`src/rtl/mult_accum.sv`:
```
// mult_accum: sums a fixed-length frame of CNT unsigned products from the
// upstream multiplier into an AW-bit register (wrapping modulo 2^AW) and
// offers the frame total, with a sticky per-frame overflow flag, on a
// valid/ready output. clear aborts the current frame or drops a held result.
module mult_accum #(
  parameter int PW  = 4,
  parameter int AW  = 8,
  parameter int CNT = 4,
  localparam int CW = $clog2(CNT + 1)
) (
  input  logic          clk,
  input  logic          rst_n,
  input  logic          clear,
  input  logic          in_valid,
  output logic          in_ready,
  input  logic [PW-1:0] prod,
  output logic          out_valid,
  input  logic          out_ready,
  output logic [AW-1:0] acc_out,
  output logic          overflow,
  output logic [CW-1:0] count
);

  typedef enum logic [0:0] {
    ST_ACC  = 1'b0,
    ST_DONE = 1'b1
  } state_t;

  state_t          state_r;
  state_t          state_next_s;
  logic [AW-1:0]   acc_r;
  logic            ovf_r;
  logic [CW-1:0]   count_r;
  logic [AW-1:0]   acc_out_r;
  logic            overflow_r;
  logic [AW:0]     sum_s;
  logic            accept_s;
  logic            last_s;

  // Full-width add keeps the carry so it can feed the sticky overflow flag.
  function automatic logic [AW:0] add_ext(input logic [AW-1:0] a, input logic [PW-1:0] b);
    return {1'b0, a} + {{(AW + 1 - PW){1'b0}}, b};
  endfunction

  // Handshake decode and the running sum of the current frame.
  always_comb begin
    sum_s    = add_ext(acc_r, prod);
    accept_s = in_valid & (state_r == ST_ACC);
    last_s   = (count_r == CW'(CNT - 1));
  end

  // State register.
  always_ff @(posedge clk or negedge rst_n) begin
    if (!rst_n) begin
      state_r <= ST_ACC;
    end else begin
      state_r <= state_next_s;
    end
  end

  // Next-state logic: clear always returns to collecting.
  always_comb begin
    state_next_s = state_r;
    if (clear) begin
      state_next_s = ST_ACC;
    end else begin
      case (state_r)
        ST_ACC: begin
          if (accept_s && last_s) begin
            state_next_s = ST_DONE;
          end else begin
            state_next_s = ST_ACC;
          end
        end
        ST_DONE: begin
          if (out_ready) begin
            state_next_s = ST_ACC;
          end else begin
            state_next_s = ST_DONE;
          end
        end
        default: state_next_s = ST_ACC;
      endcase
    end
  end

  // Accumulator, sticky flag, product counter and the held frame result.
  always_ff @(posedge clk or negedge rst_n) begin
    if (!rst_n) begin
      acc_r      <= '0;
      ovf_r      <= 1'b0;
      count_r    <= '0;
      acc_out_r  <= '0;
      overflow_r <= 1'b0;
    end else if (clear) begin
      acc_r      <= '0;
      ovf_r      <= 1'b0;
      count_r    <= '0;
      acc_out_r  <= '0;
      overflow_r <= 1'b0;
    end else if (accept_s) begin
      if (last_s) begin
        acc_out_r  <= sum_s[AW-1:0];
        overflow_r <= ovf_r | sum_s[AW];
        acc_r      <= '0;
        ovf_r      <= 1'b0;
        count_r    <= '0;
      end else begin
        acc_r      <= sum_s[AW-1:0];
        ovf_r      <= ovf_r | sum_s[AW];
        count_r    <= count_r + CW'(1);
      end
    end else begin
      acc_r      <= acc_r;
      ovf_r      <= ovf_r;
      count_r    <= count_r;
      acc_out_r  <= acc_out_r;
      overflow_r <= overflow_r;
    end
  end

  // Outputs come straight from registered state, no input-to-output path.
  assign in_ready  = (state_r == ST_ACC);
  assign out_valid = (state_r == ST_DONE);
  assign acc_out   = acc_out_r;
  assign overflow  = overflow_r;
  assign count     = count_r;

endmodule

```
`config.mk`:
```
export PLATFORM = sky130hd
export DESIGN_NAME = mult_accum
export DESIGN_NICKNAME = d
export VERILOG_FILES = /design/src/rtl/mult_accum.sv
export SDC_FILE = /design/constraint.sdc
export NUM_CORES = 1
export LEC_CHECK = 0
export ABC_AREA = 1
export CAP_MARGIN = 40
export CORE_MARGIN = 10
export CORE_UTILIZATION = 57
export CTS_BUF_LIST = sky130_fd_sc_hd__clkbuf_8
export DETAILED_ROUTE_END_ITERATION = 12
export PLACE_DENSITY = 0.86
export SETUP_SLACK_MARGIN = 0.5
export SYNTH_ARGS = -nofsm -noshare
export SYNTH_HDL_FRONTEND = slang
export SYNTH_SLANG_ARGS = --single-unit
```
`constraint.sdc`:
```
create_clock -name clk -period 4.3 [get_ports clk]
set_input_delay 0.86 -clock clk [delete_from_list [all_inputs] [get_ports clk]]
set_output_delay 0.86 -clock clk [all_outputs]
set_load 0.03 [all_outputs]
```
# After elaboration in Yosys (flattened, before gate mapping)
# Index checks and enable logic that the tools add are counted.
classes:
  n_addsub: 2
  eq_ne: 1
  mux: 19
  bitwise: 3
  reduce_logical: 4
ops:
  columns: ["op", "count"]
  rows:
  - ["2-to-1 mux 8 bit", 6]
  - ["adder 8 x 4 -> 9 bit", 1]
  - ["2-to-1 mux 1 bit", 9]
  - ["2-to-1 mux 3 bit", 3]
  - ["nonzero test 2 bit", 2]
  - ["adder 3 x 1 -> 3 bit, second input constant", 1]
  - ["== test 3 x 2 -> 1 bit, second input constant", 1]
  - ["case mux 1 bit (2 select lines)", 1]
  - ["AND reduction 2 bit", 1]
  - ["bitwise AND 1 bit", 1]
  - ["logical AND 1 bit", 1]
  - ["NOT 1 bit", 1]
  - ["bitwise OR 1 bit", 1]
totals:
  register_bits: 22
  input_bits: 9
  output_inout_bits: 14
  wordCells: 35

# Logic depth before layout (Yosys ltp)
logic_depth:
  ltp_word: 6
  depth_mapped: 9
  depth_no_buf: 8

# Least setup slack after synthesis
# Ideal clock, no wire load.
synth_path:
  path_type: "in2reg"
  start: "input port prod[0]"
  end: "register acc_out_r[4] (netlist: acc_out[4])"
  setup_time_ps: 118
  arrival_ps: 1984
  required_time_ps: 4182
  slack_ps: 2199
  cell_stages: 7
  n_path_buf: 0
  cell_sequence: "ha_1 -> fa_1 -> nand3_1 -> nand2_1 -> or2_1 -> nand3_2 -> o21ai_2"
synth_between:
  elab_chain_cells: 4
synth_rtl:
  columns: ["element", "line", "rtl"]
  rows:
  - ["start, declared", "16", "input logic [PW-1:0] prod,"]
  - ["adder 8 x 4 -> 9 bit", "42", "return {1'b0, a} + {{(AW + 1 - PW){1'b0}}, b};"]
  - ["2-to-1 mux 8 bit", "102", "if (last_s) begin"]
  - ["2-to-1 mux 8 bit", "101", "end else if (accept_s) begin"]
  - ["2-to-1 mux 8 bit", "95", "end else if (clear) begin"]
  - ["end signal, assigned", "103", "acc_out_r <= sum_s[AW-1:0];"]
  - ["end signal, assigned", "117", "acc_out_r <= acc_out_r;"]
  - ["end, declared", "34", "logic [AW-1:0] acc_out_r;"]
# Every way passes these cells. The select of a mux whose other input is x is not followed.
# A chain may end at the register's enable or synchronous reset.

# Worst setup path after layout
# Same ends and word-level chain as after synthesis.

==> results.sh <==
export IMPL_status="completed"
export IMPL_top_usage_layer="met2"
export IMPL_grt_ovfl_total=0
export IMPL_tightest_slew_ps=610.8
export IMPL_grt_start_max_net_pins=16
export IMPL_grt_pass1_vias=1106
export IMPL_cp_max_fo=5
export IMPL_slew_headroom_pct=59.15
export IMPL_synthTopCellsByArea="dfrtp_1 (45%), nand2_1 (12%), ha_1 (5.1%)"
export IMPL_power_density_nw_per_um2=356.3
export IMPL_setup_viol=0
export IMPL_ios=23
export IMPL_netlist_area_um2=1235
export IMPL_via_per_inst=5.596
export IMPL_ctsLongestPathBuffers=2
export IMPL_leakage_nw=0.7765
export IMPL_die_x_um=66.55
export IMPL_max_cap_violations=0
export IMPL_path_clk_slew_ps=70
export IMPL_routed_wirelength_um=2849
export IMPL_peakVddDrop_mv=0.2471
export IMPL_worst_setup_path_start_kind="primary input"
export IMPL_rsz0062_at_grt="no"
export IMPL_layout_nets=178
export IMPL_post_cts_resized=0
export IMPL_vias=1052
export IMPL_critPathLaunch="prod[0]"
export IMPL_synth_net_count=153
export IMPL_required_ps=4450
export IMPL_post_cts_buffers=0
export IMPL_timing_setup_tns_ps=0
export IMPL_place_hpwl_um=2126
export IMPL_numCtsBuffers=3
export IMPL_drive_above_1_share_pct=18.63
export IMPL_ys_warn_count=0
export IMPL_clock_latency_ps=260
export IMPL_design_die_area_um2=4428
export IMPL_yosysSeqAreaShare_pct=44.58
export IMPL_hold_buffers=0
export IMPL_postRouteAntennaNets=0
export IMPL_synth_seq_cells=22
export IMPL_syn_to_final_growth_pct=22.19
export IMPL_synth_commonest_cells="nand2_1 (38), dfrtp_1 (22), inv_1 (9), nand3_1 (9)"
export IMPL_p_int_mw=0.3567
export IMPL_core_um2=2002
export IMPL_synth_area_per_cell_um2=8.949
export IMPL_htreeDepth=1
export IMPL_nFillCells=149
export IMPL_cts_tree="built"
export IMPL_gr_usage_met2_pct=24.29
export IMPL_insertedDiodeCount=0
export IMPL_clockRootBuffer="clkbuf_8"
export IMPL_synth_cell_types=27
export IMPL_port_buffers=22
export IMPL_r2r_start="acc_r[0]$_DFFE_PN0P_"
export IMPL_switchingPower_mw=0.1810
export IMPL_hold_path_class="register to register"
export IMPL_p_sw_share_pct=33.66
export IMPL_syn_inst=138
export IMPL_routedWlPerCell_um=15.15
export IMPL_place_congestion=0.9006
export IMPL_grt_use_met1_pct=13.78
export IMPL_clock_sinks=22
export IMPL_synth_edf_count=0
export IMPL_fmax_mhz=414.9
export IMPL_hold_viol_final=0
export IMPL_power_clock_fraction_pct=23.4
export IMPL_fin_worst_skew_ps=3.094
export IMPL_min_from="acc_out[1]$_DFFE_PN0P_"
export IMPL_drt_iter0_markers=51
export IMPL_yosysMostFrequentCell="nand2_1"
export IMPL_criticalPathCategory="primary input to register"
export IMPL_power_frac_comb_pct=30.4
export IMPL_synth_top_area_share_pct=44.58
export IMPL_async_flop_share_pct=100.0
export IMPL_synth_ff_type="dfrtp_1"
export IMPL_grt_pass1_wl_um=4726
export IMPL_start_util_pct=61.69
export IMPL_pwr_share_seq_pct=46.2
export IMPL_grt_usage_pct=13.46
export IMPL_dieHeight_um=66.55
export IMPL_final_util_pct=75.38
export IMPL_drv_slew=0
export IMPL_drt_pass1_iterations=4
export IMPL_drcViolationCount=0
export IMPL_fin_crit_sh_pct=56.06
export IMPL_worstPathArrival_ps=2560
export IMPL_antenna_found_initial=0
export IMPL_end_kind="register"
export IMPL_grtUsageMet3_pct=3.512
export IMPL_period_needed_ps=2410
export IMPL_fp_row_count=16
export IMPL_yosysTopAreaCell="dfrtp_1"
registers in the layout, summed over array words and instances (netlist names):
register	count
overflow	1
ovf_r	1
count	3
acc_out	8
acc_r	8
out_valid	1
cells by family (layout without fill, tap and decap cells):
kind of cell / count (synthesis) / in the layout / share of synthesized area, %
simple gates: 78 / 78 / 32.52
buf+inv: 17 / 40 / 7.396
fa+ha+maj: 6 / 6 / 6.687
flops: 22 / 22 / 44.58
compound gates: 14 / 14 / 8.106
xor+xnor: 1 / 1 / 0.7093
per-layer routing:
layer	routed length, µm	up-vias
met5	0	-
met3	252	11
met4	81	0
li1	-	495
met2	1395	43
met1	1119	503
stage by stage:
stage / hold slack, ps / cell area (µm²) / instances / setup WS [ps] / power (mW)
3_3_place_gp: 462.6 / 1453 / 184 / 1722 / 0.4029
2_1_floorplan: 449.1 / 1235 / 138 / 2199 / 0.3563
6_report: 493.3 / 1509 / 188 / 1890 / 0.5376
5_1_grt: 515.9 / 1509 / 188 / 1814 / 0.5604
4_1_cts: 497.4 / 1509 / 188 / 1888 / 0.5376
3_5_place_dp: 478.5 / 1468 / 185 / 1637 / 0.4128
critical path, stage by stage:
cell and delay [ps]:
clkdlybuf4s50_1 410, ha_1 230, fa_1 410, nand3_1 130
nand2_1 140, or2_1 250, nand3_2 90, o21ai_2 60
power groups by stage:
stage	Combinational [mW]	Sequential, mW	Clock [mW]
floorplan	0.0847	0.272	0
global placement	0.153	0.250	0
detailed placement	0.161	0.252	0
CTS	0.164	0.248	0.126
global route	0.179	0.251	0.130
finish	0.164	0.248	0.126
layout make-up:
| type | count | area, µm² | area share, % |
|---|---|---|---|
| multi-input cells | 99 | 593.1 | 39.30 |
| flip-flops and latches | 22 | 550.5 | 36.48 |
| repair buffers | 23 | 235.2 | 15.59 |
| inverters | 14 | 55.05 | 3.648 |
| clock buffers | 3 | 41.29 | 2.736 |
| well taps | 27 | 33.78 | 2.239 |
placed cells by master (no fill, tap or decap):
cell / n
a21o_1: 1
a21oi_1: 2
a22o_1: 1
buf_8: 1
clkbuf_8: 3
clkdlybuf4s50_1: 22
dfrtp_1: 22
fa_1: 1
ha_1: 5
inv_1: 9
inv_2: 4
inv_4: 1
nand2_1: 38
nand2_2: 8
nand2_4: 3
nand3_1: 9
nand3_2: 2
nand4_1: 8
nor2_1: 5
nor2_2: 1
nor2_4: 2
o211ai_1: 1
o21a_1: 1
o21ai_1: 3
o21ai_2: 5
or2_1: 2
xor2_1: 1
worst paths after layout:
check,to,slack [ps],cells past startpoint
min,acc_out[1]$_DFFE_PN0P_,490,2
max,acc_out[4]$_DFFE_PN0P_,1890,8
max in group asynchronous,count[2]$_DFFE_PN0P_,2830,2
max reg2reg,acc_out[4]$_DFFE_PN0P_,2520,7
min reg2reg,acc_out[1]$_DFFE_PN0P_,490,2
min in group asynchronous,acc_r[3]$_DFFE_PN0P_,980,1
No activity file was read; power rests on OpenSTA's default activity.
==> RTL change 1 (same flow settings) <==
The parameter `PW` goes from 4 to 5.
--- a/src/rtl/mult_accum.sv
+++ b/src/rtl/mult_accum.sv
@@ -5,3 +5,3 @@
 module mult_accum #(
-  parameter int PW  = 4,
+  parameter int PW  = 5,
   parameter int AW  = 8,
Ports: changed (resized prod); port bits go from 23 to 24. The function was not compared with the original's and may differ.
==> RTL change 1 against the original RTL <==
Total power up 23%. Synthesized cell count up 12%. First-iteration DRC count up 18%. Count of clock-buffer cells in the layout unchanged. Combinational power up 26%. Design area up 4.2%. Worst setup slack better by 0.042 ns. Routed wire length up 1.3%. Sequential cell count unchanged. Area after synthesis up 1.6%. Maximum frequency up 1.8%. Critical endpoint is now acc_r[4]. Largest power group unchanged.
==> RTL change 1: results (changes against the original RTL) <==
* H-Tree Depth at 1 (unchanged)
* Initial antenna violation count at 0 (unchanged)
* Later-pin clock latency in the skew report at 0.26 ns (about the same)
* Worst Reg2Reg Path Length in Cells at 9 (+2)
* Drt via density at 5.40 (-3.6%)
* Final Hold Fails at 0 (unchanged)
* Warnings from Yosys at 0 (unchanged)
* Cells after DPL at 201 (+8.6%)
* Hold depth at 2 (unchanged)
* IO Port Bufs at 23 (+4.5%)
* Post-DP Area at 1500 µm² (+2.3%)
* Pre-CTS setup slack at 1.65 ns (+0.0156 ns)
* Pleak at 0.816 nW (+5.1%)
* 1st-pass router iterations at 4 (unchanged)
* CTS Buf Count at 3 (unchanged)
* Final non-filler cell total at 205 (+9.0%)
* Share of cells above drive strength 1 at 11.2% (-7.4 points)
* Mapped Nets at 171 (+12%)
* First-pass GRT wire length at 5250 µm (+11%)
* Largest net degree at the start of global routing at 16 (unchanged)
* GR Util All Layers at 14.6% (+1.2 points)
* Vias in the first global route at 1163 (+5.2%)
* Ys async rst share at 100% (unchanged)
* VDD IR-drop max at 0.000329 V (+33%)
* Placer Congestion at 0.854 (-5.2%)
* Antenna cells at 0 (unchanged)
* Worst-path fanout max at 3 (-2)
* Primary FF master, synth: dfrtp_1
* Area contributors post-synth: dfrtp_1 44%, nand2_1 16%, ha_1 6.0%
* CTS resizes at 0 (unchanged)
* Setup Fix Bufs, Post-CTS at 0 (unchanged)
* Hpwl dp at 2230 µm (+5.0%)
* Post-synth top cells: 55 x nand2_1, 22 x dfrtp_1, 17 x inv_1
* CTS max path bufs at 2 (unchanged)
* Critical Path AT at 2.53 ns (-0.03 ns)
* Status: finished clean
* Iteration-0 DRC count of the detailed router at 60 (+18%)
* Seq/Total Area, Yosys at 43.9% (-0.71 points)
* Post-Synthesis Cells at 154 (+12%)
* Synth unique cells at 25 (-7.4%)
* Post-Route WL at 2890 µm (+1.3%)
* Slew HR at 60.6% (+1.4 points)
* Final Skew at 0.00279 ns (-0.000305 ns)
* Clk root buf: clkbuf_8
* Hold Crit Class: reg2reg
* Clock-pin slew on the worst setup and hold paths at 0.08 ns
RTL change 1: layout make-up:
cell class / count / area (µm²)
clock inverters: 1 / 30.0
repair buffers: 24 / 245
multi-input cells: 109 / 598
flip-flops and latches: 22 / 551
well taps: 27 / 33.8
fillers: 149 / 449
clock buffers: 3 / 41.3
inverters: 19 / 73.8
RTL change 1: logic make-up (layout without fill, tap and decap cells):
group           after synthesis  count (layout)  share of synthesized area (%)
simple gates                 92              92                           34.6
buf+inv                      23              47                           8.47
flops                        22              22                           43.9
compound gates                8               8                           4.09
fa+ha+maj                     7               7                           7.58
xor+xnor                      2               2                           1.40
RTL change 1: worst max-delay path: stages:
cell and delay, ns:
clkdlybuf4s50_1 0.41, ha_1 0.22, fa_1 0.39, nand2_1 0.11, nand3_2 0.10, nand2_1 0.09
xor2_1 0.18, nor2_2 0.06, nand2_1 0.06, nand2_1 0.05
RTL change 1: final timing paths:
kind                         endpoint       start  slack [ns]
min                        acc_out[2]  acc_out[2]        0.48
max                          acc_r[4]     prod[0]        1.93
min reg2reg                acc_out[2]  acc_out[2]        0.48
max reg2reg                  acc_r[4]    acc_r[0]        2.57
max in group asynchronous  acc_out[7]       rst_n        2.88
min in group asynchronous  acc_out[4]       rst_n        0.95
RTL change 1: layer usage:
metal,wire length [µm],up-vias,global-route usage [%],part of all wire (%)
met5,0,-,0,0
met4,27,0,3.33,0.94
met3,212,4,6.52,7.3
met2,1430,32,24.4,49
met1,1220,529,16.7,42
li1,-,541,-,-
RTL change 1: power by group:
part,total (mW),internal [mW],switching (mW),leakage [nW]
clock,0.195,0.124,0.0703,0.0357
combinational,0.206,0.0809,0.125,0.486
sequential,0.260,0.236,0.0245,0.294
==> RTL change 2 (same settings) <==
Without the edit above. Make the reset (`rst_n`) synchronous in 2 clocked blocks.
--- a/src/rtl/mult_accum.sv
+++ b/src/rtl/mult_accum.sv
@@ -52,3 +52,3 @@
   // State register.
-  always_ff @(posedge clk or negedge rst_n) begin
+  always_ff @(posedge clk) begin
     if (!rst_n) begin
@@ -87,3 +87,3 @@
   // Accumulator, sticky flag, product counter and the held frame result.
-  always_ff @(posedge clk or negedge rst_n) begin
+  always_ff @(posedge clk) begin
     if (!rst_n) begin
Behaviour: differs if rst_n is asserted again (counterexample within 4 cycles, from zero or initial values and one cycle with rst_n low); with rst_n held inactive, the same outputs for 10 cycles.
==> RTL change 2 against the original RTL <==
Worst setup slack lost 0.13 ns. Core utilization increased by 2.8 points. Routed wire length fell by 6.9%. Critical endpoint is now acc_r[4]. Area after synthesis fell by 15%. Critical path type unchanged. Sequential cell count unchanged. Design area fell by 9.6%. Non-clock buffer count down 1. Largest cell class unchanged. Via count shrank 6.4%.
Power is not compared: it rests on default switching activity, and its combinational part moved more than twofold at a synthesized area within 25%.
==> RTL change 2: results (changes against the original RTL) <==
* Final #Nets at 179 (+0.56%)
* Finished Core Util at 78.1% (+2.8 points)
* Initial antenna violation count at 0 (unchanged)
* Pleak at between 0.5 and 0.6 nW
* Clock-pin slew on the worst setup and hold paths at around 0.08 ns
* Seq/Total Area, Yosys at 41.8% (-2.8 points)
* Switching pwr at approximately 0.095 mW
* Setup Fix Bufs, Post-CTS at 0 (unchanged)
* Status: finished clean
* Warnings from Yosys at 0 (unchanged)
* First-pass GRT wire length at 4640 µm (-1.9%)
* Area contributors post-synth: dfxtp_1 42%, nand2_1 17%, ha_1 5.9%
* WL per Instance at 14.1 µm (-6.9%)
* Clock power share at between 40 and 50%
* Largest net degree at the start of global routing at 14 (-2)
* GR Util All Layers at 14.2% (+0.77 points)
* Share of cells above drive strength 1 at 8.59% (-10 points)
* Largest stage delay, worst path at 0.48 ns (+0.07 ns)
* Primary FF master, synth: dfxtp_1
* # setup viols final at 0 (unchanged)
* Iteration-0 DRC count of the detailed router at 21 (-59%)
* 1st-pass router iterations at 4 (unchanged)
* Hpwl dp at 1850 µm (-13%)
* Post-synth top cells: 47 x nand2_1, 22 x dfxtp_1, 13 x inv_1
* Worst-path fanout max at 3 (-2)
* CTS resizes at 0 (unchanged)
* Ys async rst share at 0% (-100 points)
* DR vias at 985 (-6.4%)
* Pwr Total at 0.443 mW
* Mapped Nets at 154 (+0.65%)
* Critical Path AT at 2.73 ns (+0.17 ns)
* Final Skew at 0.00150 ns (-0.00159 ns)
* Worst-Margin Slew at 0.459 ns (-0.151 ns)
* Placer Congestion at 0.865 (-3.9%)
* Vias in the first global route at 1024 (-7.4%)
* H-Tree Depth at 1 (unchanged)
## RTL change 2: worst paths after layout
check | from | slack, ns | endpoint
max | prod[0] | 1.76 | acc_r[4]
min | acc_out[5] | 0.46 | acc_out[5]
max reg2reg | acc_r[0] | 2.49 | acc_r[4]
min reg2reg | acc_out[5] | 0.46 | acc_out[5]
## RTL change 2: area by class of cell
| type | instances | area, µm² |
|---|---|---|
| inverters | 15 | 56.3 |
| clock inverters | 1 | 30.0 |
| clock buffers | 3 | 41.3 |
| repair buffers | 22 | 220 |
| flip-flops and latches | 22 | 440 |
| well taps | 25 | 31.3 |
| fillers | 136 | 382 |
| multi-input cells | 100 | 544 |
## RTL change 2: kinds of logic after synthesis
logic type               after synthesis  share of synthesized area (%)
adder cells (fa/ha/maj)                6                           7.84
flip-flops                            22                           41.8
buffers and inverters                 17                           6.53
AND/OR/NAND/NOR                       73                           30.5
AO/OA/AOI/OAI                         19                           11.6
XOR/XNOR                               2                           1.66
## RTL change 2: through the flow
stage	cells	hold slack [ns]	instance area [µm²]	setup WS [ns]
2_1_floorplan	139	0.447	1050	2.22
3_3_place_gp	184	0.437	1290	1.70
3_5_place_dp	184	0.447	1290	1.64
4_1_cts	188	0.461	1360	1.77
5_1_grt	188	0.484	1360	1.65
6_report	188	0.458	1360	1.76
## RTL change 2: routing by layer
layer | GRT usage (%) | part of all wire [%] | vias up
met5 | 0 | 0 | -
met4 | 5.87 | 1.4 | 0
met1 | 15.2 | 42 | 451
li1 | - | - | 498
met2 | 25.4 | 51 | 30
met3 | 3.94 | 6.0 | 6
## RTL change 2: critical path, delay by kind of cell
kind / cells / cell delay [ns]
fa+ha+maj: 2 / 0.62
simple gates: 1 / 0.10
compound gates: 2 / 0.40
buf+inv: 2 / 0.54
xor+xnor: 1 / 0.21
